`config.mk`:
```
export PLATFORM = sky130hd
export DESIGN_NAME = shift_sequencer_flat
export DESIGN_NICKNAME = d
export VERILOG_FILES = /design/src/rtl/shift_sequencer_if.sv /design/src/rtl/shift_sequencer.sv /design/src/flat_wrapper.sv
export SDC_FILE = /design/constraint.sdc
export NUM_CORES = 1
export LEC_CHECK = 0
export BUFFER_PORTS_ARGS = -buffer_cell sky130_fd_sc_hd__buf_4
export CELL_PAD_IN_SITES_DETAIL_PLACEMENT = 1
export CELL_PAD_IN_SITES_GLOBAL_PLACEMENT = 1
export CORE_ASPECT_RATIO = 1.1
export CORE_UTILIZATION = 34
export DETAILED_ROUTE_END_ITERATION = 6
export PLACE_DENSITY_LB_ADDON = 0.1
export SLEW_MARGIN = 20
export SYNTH_ARGS = -nofsm -noshare
export SYNTH_HDL_FRONTEND = slang
export SYNTH_SLANG_ARGS = --single-unit
```
`constraint.sdc`:
```
create_clock -name clk -period 3.9 [get_ports clk]
set_clock_uncertainty 0.15 [all_clocks]
set_input_delay 0.39 -clock clk [delete_from_list [all_inputs] [get_ports clk]]
set_output_delay 0.39 -clock clk [all_outputs]
set_load 0.02 [all_outputs]
```
`src/rtl/shift_sequencer_if.sv`:
```
// Command/result channel bundle between the ALU decode stage and shift_sequencer.
//   master : the issuing side -- drives start_valid, op_*, res_ready
//   slave  : the sequencer    -- drives start_ready, res_valid, res_data, res_cout
// Command channel: start_valid/start_ready plus op_data, op_cin, op_mode, op_count.
// Result channel : res_valid/res_ready plus res_data, res_cout.
interface shift_sequencer_if #(
  parameter int unsigned DATA_W = 8,
  parameter int unsigned CNT_W  = 4
);
  logic              start_valid;
  logic              start_ready;
  logic [DATA_W-1:0] op_data;
  logic              op_cin;
  logic [2:0]        op_mode;
  logic [CNT_W-1:0]  op_count;
  logic              res_valid;
  logic              res_ready;
  logic [DATA_W-1:0] res_data;
  logic              res_cout;

  modport master (
    output start_valid, op_data, op_cin, op_mode, op_count, res_ready,
    input  start_ready, res_valid, res_data, res_cout
  );

  modport slave (
    input  start_valid, op_data, op_cin, op_mode, op_count, res_ready,
    output start_ready, res_valid, res_data, res_cout
  );
endinterface

```
`src/rtl/shift_sequencer.sv`:
```
// Multi-step controller for an external combinational 1-bit shift unit.
// Accepts a command (operand, carry-in, mode, step count), applies one 1-bit step per
// clock through the shift unit while feeding carry-out back as carry-in, then presents
// the final data/carry on a valid/ready result channel.
// Ports:
//   clk, rst_n      : clock (rising edge), synchronous active-low reset
//   cmd (slave)     : command and result channels, see shift_sequencer_if
//   busy            : high while shifting or holding a result
//   sh_in/cin/mode  : drive the shift unit inputs (straight from the working registers)
//   sh_out/cout     : shift unit results for the current step
module shift_sequencer #(
  parameter int unsigned DATA_W    = 8,
  parameter int unsigned CNT_W     = 4,
  parameter int unsigned MAX_COUNT = 8
) (
  input  logic              clk,
  input  logic              rst_n,
  shift_sequencer_if.slave  cmd,
  output logic              busy,
  output logic [DATA_W-1:0] sh_in,
  output logic              sh_cin,
  output logic [2:0]        sh_mode,
  input  logic [DATA_W-1:0] sh_out,
  input  logic              sh_cout
);

  localparam logic [CNT_W-1:0] MaxCnt = CNT_W'(MAX_COUNT);

  typedef enum logic [1:0] {StIdle, StShift, StDone} state_e;

  state_e            state_q, state_d;
  logic [DATA_W-1:0] data_q, data_d;
  logic              carry_q, carry_d;
  logic [2:0]        mode_q, mode_d;
  logic [CNT_W-1:0]  cnt_q, cnt_d;
  logic [CNT_W-1:0]  cnt_load;

  // Saturate once at load; the down-counter itself never sees an out-of-range value.
  assign cnt_load = (cmd.op_count > MaxCnt) ? MaxCnt : cmd.op_count;

  assign sh_in        = data_q;
  assign sh_cin       = carry_q;
  assign sh_mode      = mode_q;
  assign cmd.res_data = data_q;
  assign cmd.res_cout = carry_q;

  always_comb begin
    state_d         = state_q;
    data_d          = data_q;
    carry_d         = carry_q;
    mode_d          = mode_q;
    cnt_d           = cnt_q;
    cmd.start_ready = 1'b0;
    cmd.res_valid   = 1'b0;
    busy            = 1'b0;

    unique case (state_q)
      StIdle: begin
        cmd.start_ready = 1'b1;
        if (cmd.start_valid) begin
          data_d  = cmd.op_data;
          carry_d = cmd.op_cin;
          mode_d  = cmd.op_mode;
          cnt_d   = cnt_load;
          state_d = (cnt_load != '0) ? StShift : StDone;
        end
      end
      StShift: begin
        busy    = 1'b1;
        data_d  = sh_out;
        carry_d = sh_cout;
        cnt_d   = cnt_q - 1'b1;
        if (cnt_q == CNT_W'(1)) begin
          state_d = StDone;
        end
      end
      StDone: begin
        busy          = 1'b1;
        cmd.res_valid = 1'b1;
        // start_ready stays low here, so a new command waits for IDLE.
        if (cmd.res_ready) begin
          state_d = StIdle;
        end
      end
      default: begin
        state_d = StIdle;
      end
    endcase
  end

  always_ff @(posedge clk) begin
    if (!rst_n) begin
      state_q <= StIdle;
      data_q  <= '0;
      carry_q <= 1'b0;
      mode_q  <= '0;
      cnt_q   <= '0;
    end else begin
      state_q <= state_d;
      data_q  <= data_d;
      carry_q <= carry_d;
      mode_q  <= mode_d;
      cnt_q   <= cnt_d;
    end
  end

endmodule
```
`src/flat_wrapper.sv`:
```
// flat-port wrapper written by rule: the top's interface ports become plain ports
module shift_sequencer_flat 
#(
  parameter int unsigned DATA_W    = 8,
  parameter int unsigned CNT_W     = 4,
  parameter int unsigned MAX_COUNT = 8
)
  (clk, rst_n, busy, sh_in, sh_cin, sh_mode, sh_out, sh_cout, cmd_start_valid, cmd_op_data, cmd_op_cin, cmd_op_mode, cmd_op_count, cmd_res_ready, cmd_start_ready, cmd_res_valid, cmd_res_data, cmd_res_cout);
  shift_sequencer_if #(.DATA_W(DATA_W), .CNT_W(CNT_W)) cmd_i ();
  input  logic clk;
  input  logic rst_n;
  output logic busy;
  output logic [DATA_W-1:0] sh_in;
  output logic sh_cin;
  output logic [2:0] sh_mode;
  input  logic [DATA_W-1:0] sh_out;
  input  logic sh_cout;
  input wire logic [$bits(cmd_i.start_valid)-1:0] cmd_start_valid;
  input wire logic [$bits(cmd_i.op_data)-1:0] cmd_op_data;
  input wire logic [$bits(cmd_i.op_cin)-1:0] cmd_op_cin;
  input wire logic [$bits(cmd_i.op_mode)-1:0] cmd_op_mode;
  input wire logic [$bits(cmd_i.op_count)-1:0] cmd_op_count;
  input wire logic [$bits(cmd_i.res_ready)-1:0] cmd_res_ready;
  output wire logic [$bits(cmd_i.start_ready)-1:0] cmd_start_ready;
  output wire logic [$bits(cmd_i.res_valid)-1:0] cmd_res_valid;
  output wire logic [$bits(cmd_i.res_data)-1:0] cmd_res_data;
  output wire logic [$bits(cmd_i.res_cout)-1:0] cmd_res_cout;
  assign cmd_i.start_valid = cmd_start_valid;
  assign cmd_i.op_data = cmd_op_data;
  assign cmd_i.op_cin = cmd_op_cin;
  assign cmd_i.op_mode = cmd_op_mode;
  assign cmd_i.op_count = cmd_op_count;
  assign cmd_i.res_ready = cmd_res_ready;
  assign cmd_start_ready = cmd_i.start_ready;
  assign cmd_res_valid = cmd_i.res_valid;
  assign cmd_res_data = cmd_i.res_data;
  assign cmd_res_cout = cmd_i.res_cout;
  shift_sequencer #(.DATA_W(DATA_W), .CNT_W(CNT_W), .MAX_COUNT(MAX_COUNT)) u_core (.clk(clk), .rst_n(rst_n), .cmd(cmd_i), .busy(busy), .sh_in(sh_in), .sh_cin(sh_cin), .sh_mode(sh_mode), .sh_out(sh_out), .sh_cout(sh_cout));
endmodule
```
Word level (Yosys, flattened, before mapping)
Cells that the tools add are included.
{"block": "totals", "regBits": 18, "inputBits": 29, "out_inout_bits": 24, "elab_cells": 35}
{"block": "op_classes", "n_addsub": 1, "magnitude_cmp": 1, "n_eq_ne": 6, "mux": 15, "n_reduce_logical": 7}
{"operator": "case mux 8 bit (2 select lines)", "n": 1}
{"operator": "two-way mux 2 bit", "n": 4}
{"operator": "two-way mux 4 bit", "n": 2}
{"operator": "two-way mux 8 bit", "n": 1}
{"operator": "case mux 4 bit (2 select lines)", "n": 1}
{"operator": "case mux 2 bit (3 select lines)", "n": 1}
{"operator": "equality test 4 x 1 -> 1 bit, second input constant", "n": 1}
{"operator": "> comparator 4 bit, second input constant", "n": 1}
{"operator": "two-way mux 1 bit", "n": 4}
{"operator": "!= test 2 bit, second input constant", "n": 2}
{"operator": "AND reduction 2 bit", "n": 2}
{"operator": "nonzero test 4 bit", "n": 1}
{"operator": "subtractor 4 x 1 -> 4 bit, second input constant", "n": 1}
{"operator": "AND reduction 3 bit", "n": 1}
{"operator": "equality test 2 x 1 -> 1 bit, second input constant", "n": 1}
{"operator": "equality test 2 bit, second input constant", "n": 1}
{"operator": "zero test 2 bit", "n": 1}
{"operator": "!= test 2 x 1 -> 1 bit, second input constant", "n": 1}
{"operator": "case mux 1 bit (2 select lines)", "n": 1}
{"operator": "nonzero test 2 bit", "n": 1}
{"operator": "OR reduction 2 bit", "n": 1}

Longest topological paths before layout
{"block": "logic_depth", "ltp_word": 6, "ltp_mapped": 7}

Worst setup path after synthesis
No wires, ideal clock.
{"block": "synth_path", "path_kind": "register to register", "start": "register u_core.state_q[0]", "end": "register u_core.cnt_q[3]", "setup_time_ns": 0.116, "t_arrival_ns": 1.578, "required_time_ns": 3.634, "setup_slack_ns": 2.056, "path_stages_with_launch": 7, "path_cell_list": "dfxtp_1 > inv_1 > ha_1 > buf_2 > mux2_4 > buf_2 > a31o_2"}
{"block": "synth_via", "elab_chain_len": 3, "word_cells_on_any_way": 6}
{"item": "start: declaration", "line": "shift_sequencer.sv:31", "rtl": "state_e state_q, state_d;"}
{"item": "start signal: assignment", "line": "shift_sequencer.sv:93", "rtl": "state_q <= StIdle;"}
{"item": "start signal: assignment", "line": "shift_sequencer.sv:99", "rtl": "state_q <= state_d;"}
{"item": "equality test 2 x 1 -> 1 bit or zero test 2 bit (tied branches)", "line": "shift_sequencer.sv:57", "rtl": "unique case (state_q)"}
{"item": "nonzero test 2 bit (no source line) or != test 2 bit (tied branches)"}
{"item": "AND reduction 2 bit (no source line)"}
{"item": "end signal: assignment", "line": "shift_sequencer.sv:103", "rtl": "cnt_q <= cnt_d;"}
{"item": "end: declaration", "line": "shift_sequencer.sv:35", "rtl": "logic [CNT_W-1:0] cnt_q, cnt_d;"}
Parallel ways exist; a longest one is shown, timed or not.
A chain may end at the register's enable or synchronous reset.

Worst setup path in the final report
{"block": "layout_path", "start": "register u_core.state_q[1]", "end": "register u_core.cnt_q[3]"}
The elaborated chain is that of the path after synthesis.

==> impl_metrics.ini <==
[floorplan]
die_area_um2 = 3344
start_util_pct = 37.15
dieHeight_um = 60.56
rows = 20
ios = 53
core_um2 = 2853
die_w_um = 55.23

[worst_setup_path]
crit_start = u_core.state_q[1]
start_kind = flip-flop
worstPathMaxFanout = 25
crit_required_ns = 3.95
setup.worst_path.class = flip-flop to flip-flop
reg2reg_from = u_core.state_q[1]
crit_arrival_ns = 2.30
crit_path_end_kind = flip-flop

[drt]
wl_per_cell_um = 14.18
route.vias.total = 951
vias_per_cell = 5.086
ant_nets = 0
wirelength_um = 2651
drt_iter0_markers = 7
drc = 0
firstDrtPassIters = 3

[cts]
hold_buffers = 0
insertion_delay_ns = 0.29
cts-buffers-inserted = 3
htree_num_levels = 1
clk_pin_slew_ns = 0.11
clockRootBuffer = clkbuf_4
cts_tree = built
post_cts_resize_count = 0
postCtsSetupBuffers = 0
clk_path_buf_depth = 2
cts.sinks = 18

[logic_synthesis]
synth_top_area_share_pct = 34.00
synth-edff-count = 0
avgSynthCellArea_um2 = 9.215
yosys_register_bits = 18
async_flop_share_pct = 0
yosysTopAreaCell = dfxtp_1
synth-seq-area-share_pct = 34.00
synth.top_cells.by_count = dfxtp_1 (18), nand2_1 (16), buf_4 (10), mux2i_1 (10), o211a_1 (10)
synthDistinctLibCells = 31
synth_ff_type = dfxtp_1
netlist_area_um2 = 1060
synthTopCellsByArea = dfxtp_1 (34%), mux2i_1 (9.4%), o211a_1 (9.4%)
yosysWarnings = 0
yosysMostFrequentCell = dfxtp_1
syn_inst = 115
syn-num-nets = 149

[sta]
timing.setup.tns_ns = 0
slew_viol_final = 0
hold_viol_final = 0
rsz0062_at_grt = false
fin_crit_ns = 2.250
setup_viol = 0
fin_ws_ns = 1.650
maxSlewHeadroom_pct = 38.85
max_freq_mhz = 444.5
worstMarginPinSlew_ns = 0.9172
post-route-period-util_pct = 57.68

[global_routing]
overflow = 0
busiest_layer = met2
grt.met3_usage_pct = 3.838
grt_util_met2_pct = 32.01
grt_pass1_wl_um = 4422
grt_max_degree = 26
grt_pass1_vias = 976
grtUsageTotal_pct = 17.07
use_met1_pct = 18.88
antenna_found_initial = 0

[run]
cap_violations = 0

[layout]
final_cells = 187
diodes = 0
seqCellArea_um2 = 360.3
fillers = 361
layout.nets = 190
multiInputGateArea_um2 = 581.8
area_delta_synth_final_pct = 33.18
drive_above_1_share_pct = 38.31

[placed_design]
gp_congestion = 0.6611
dp_hpwl_um = 1999
pre_cts_ws_ns = 1.647
numPortBuffers = 52
dpl.cell_count = 184

[run_status]
outcome = finished, final reports clean

[power_and_ir_drop]
p_leak_uw = 0.0007306
cellPowerDensity_nw_per_um2 = 728.4
ir_worst_vdd_v = 0.0003564
power_uw = 1028

[min_path]
hold_start = cmd_op_mode[2]
min-delay-path-class = input port to flip-flop
==> cell usage in the layout, fill, tap and decap left out, drive strengths merged <==
master,synthesis,final
a2111o,1,1
a211oi,1,1
a21bo,1,1
a21boi,5,5
a21oi,1,1
a31o,1,1
and2,1,1
and3b,1,1
buf,14,52
clkbuf,2,3
dfxtp,18,18
ha,5,5
inv,4,4
mux2,2,2
mux2i,10,10
nand2,16,16
nand2b,3,3
nand3,4,4
nor2,3,3
nor2b,4,4
nor3,1,1
nor3b,1,1
nor4,1,1
o211a,10,10
o21ai,1,1
o221ai,1,1
o31ai,1,1
o41ai,1,1
or3b,1,1
==> cells by family after synthesis <==
family	count (synthesis)	synth area share, %
flip-flops	18	34.00
AO/OA/AOI/OAI	24	20.31
buffers and inverters	20	11.10
multiplexers	12	11.92
AND/OR/NAND/NOR	36	16.77
adder cells (fa/ha/maj)	5	5.903
==> path summary, 6_finish.rpt <==
kind | end | slack (ns) | depth (start not counted)
setup reg to reg | u_core.cnt_q[3] | 1.65 | 5
setup / recovery | u_core.cnt_q[3] | 1.65 | 5
hold / removal | u_core.sh_mode[2] | 0.20 | 3
hold reg to reg | u_core.sh_mode[2] | 0.33 | 2
==> state kept, by name, indices dropped and copies added, names as in the netlist <==
signal and cells:
u_core.cmd.res_cout 1, u_core.cmd.res_data 8, u_core.state_q 2, u_core.cnt_q 4, u_core.sh_mode 3
==> worst max-delay path, stage by stage, from the launching register on <==
cell	delay (ns)
dfxtp_1	0.34
inv_1	0.08
ha_1	0.76
mux2_4	0.48
a21oi_1	0.11
a31o_2	0.22
==> power breakdown <==
| group | switching (uW) | total (uW) | internal (uW) |
|---|---|---|---|
| clock network | 61.7 | 97.6 | 35.9 |
| logic | 340 | 620 | 281 |
| registers | 57.9 | 310 | 252 |
| total | 459 | 1030 | 569 |
==> through the flow <==
| stage | util [%] | cell area [um^2] | hold slack [ns] |
|---|---|---|---|
| 3_5_place_dp | 48.68 | 1389 | 0.3175 |
| 6_report | 49.47 | 1411 | 0.2050 |
| 2_1_floorplan | - | 1060 | 0.3470 |
| 3_3_place_gp | 48.68 | 1389 | 0.3033 |
| 4_1_cts | 49.47 | 1411 | 0.2020 |
| 5_1_grt | 49.47 | 1411 | 0.2074 |
==> area by class of cell <==
cell class | count | share of cell area [%]
inverters | 4 | 1.064
multi-input cells | 77 | 41.22
flip-flops and latches | 18 | 25.53
well taps | 33 | 2.926
clock buffers | 3 | 1.596
repair buffers | 52 | 27.66
==> routing by layer <==
metal	vias up	wire (um)
met2	30	1383
li1	472	-
met5	-	0
met1	447	1081
met4	0	18
met3	2	167
Power figures use the tool's default switching activity.
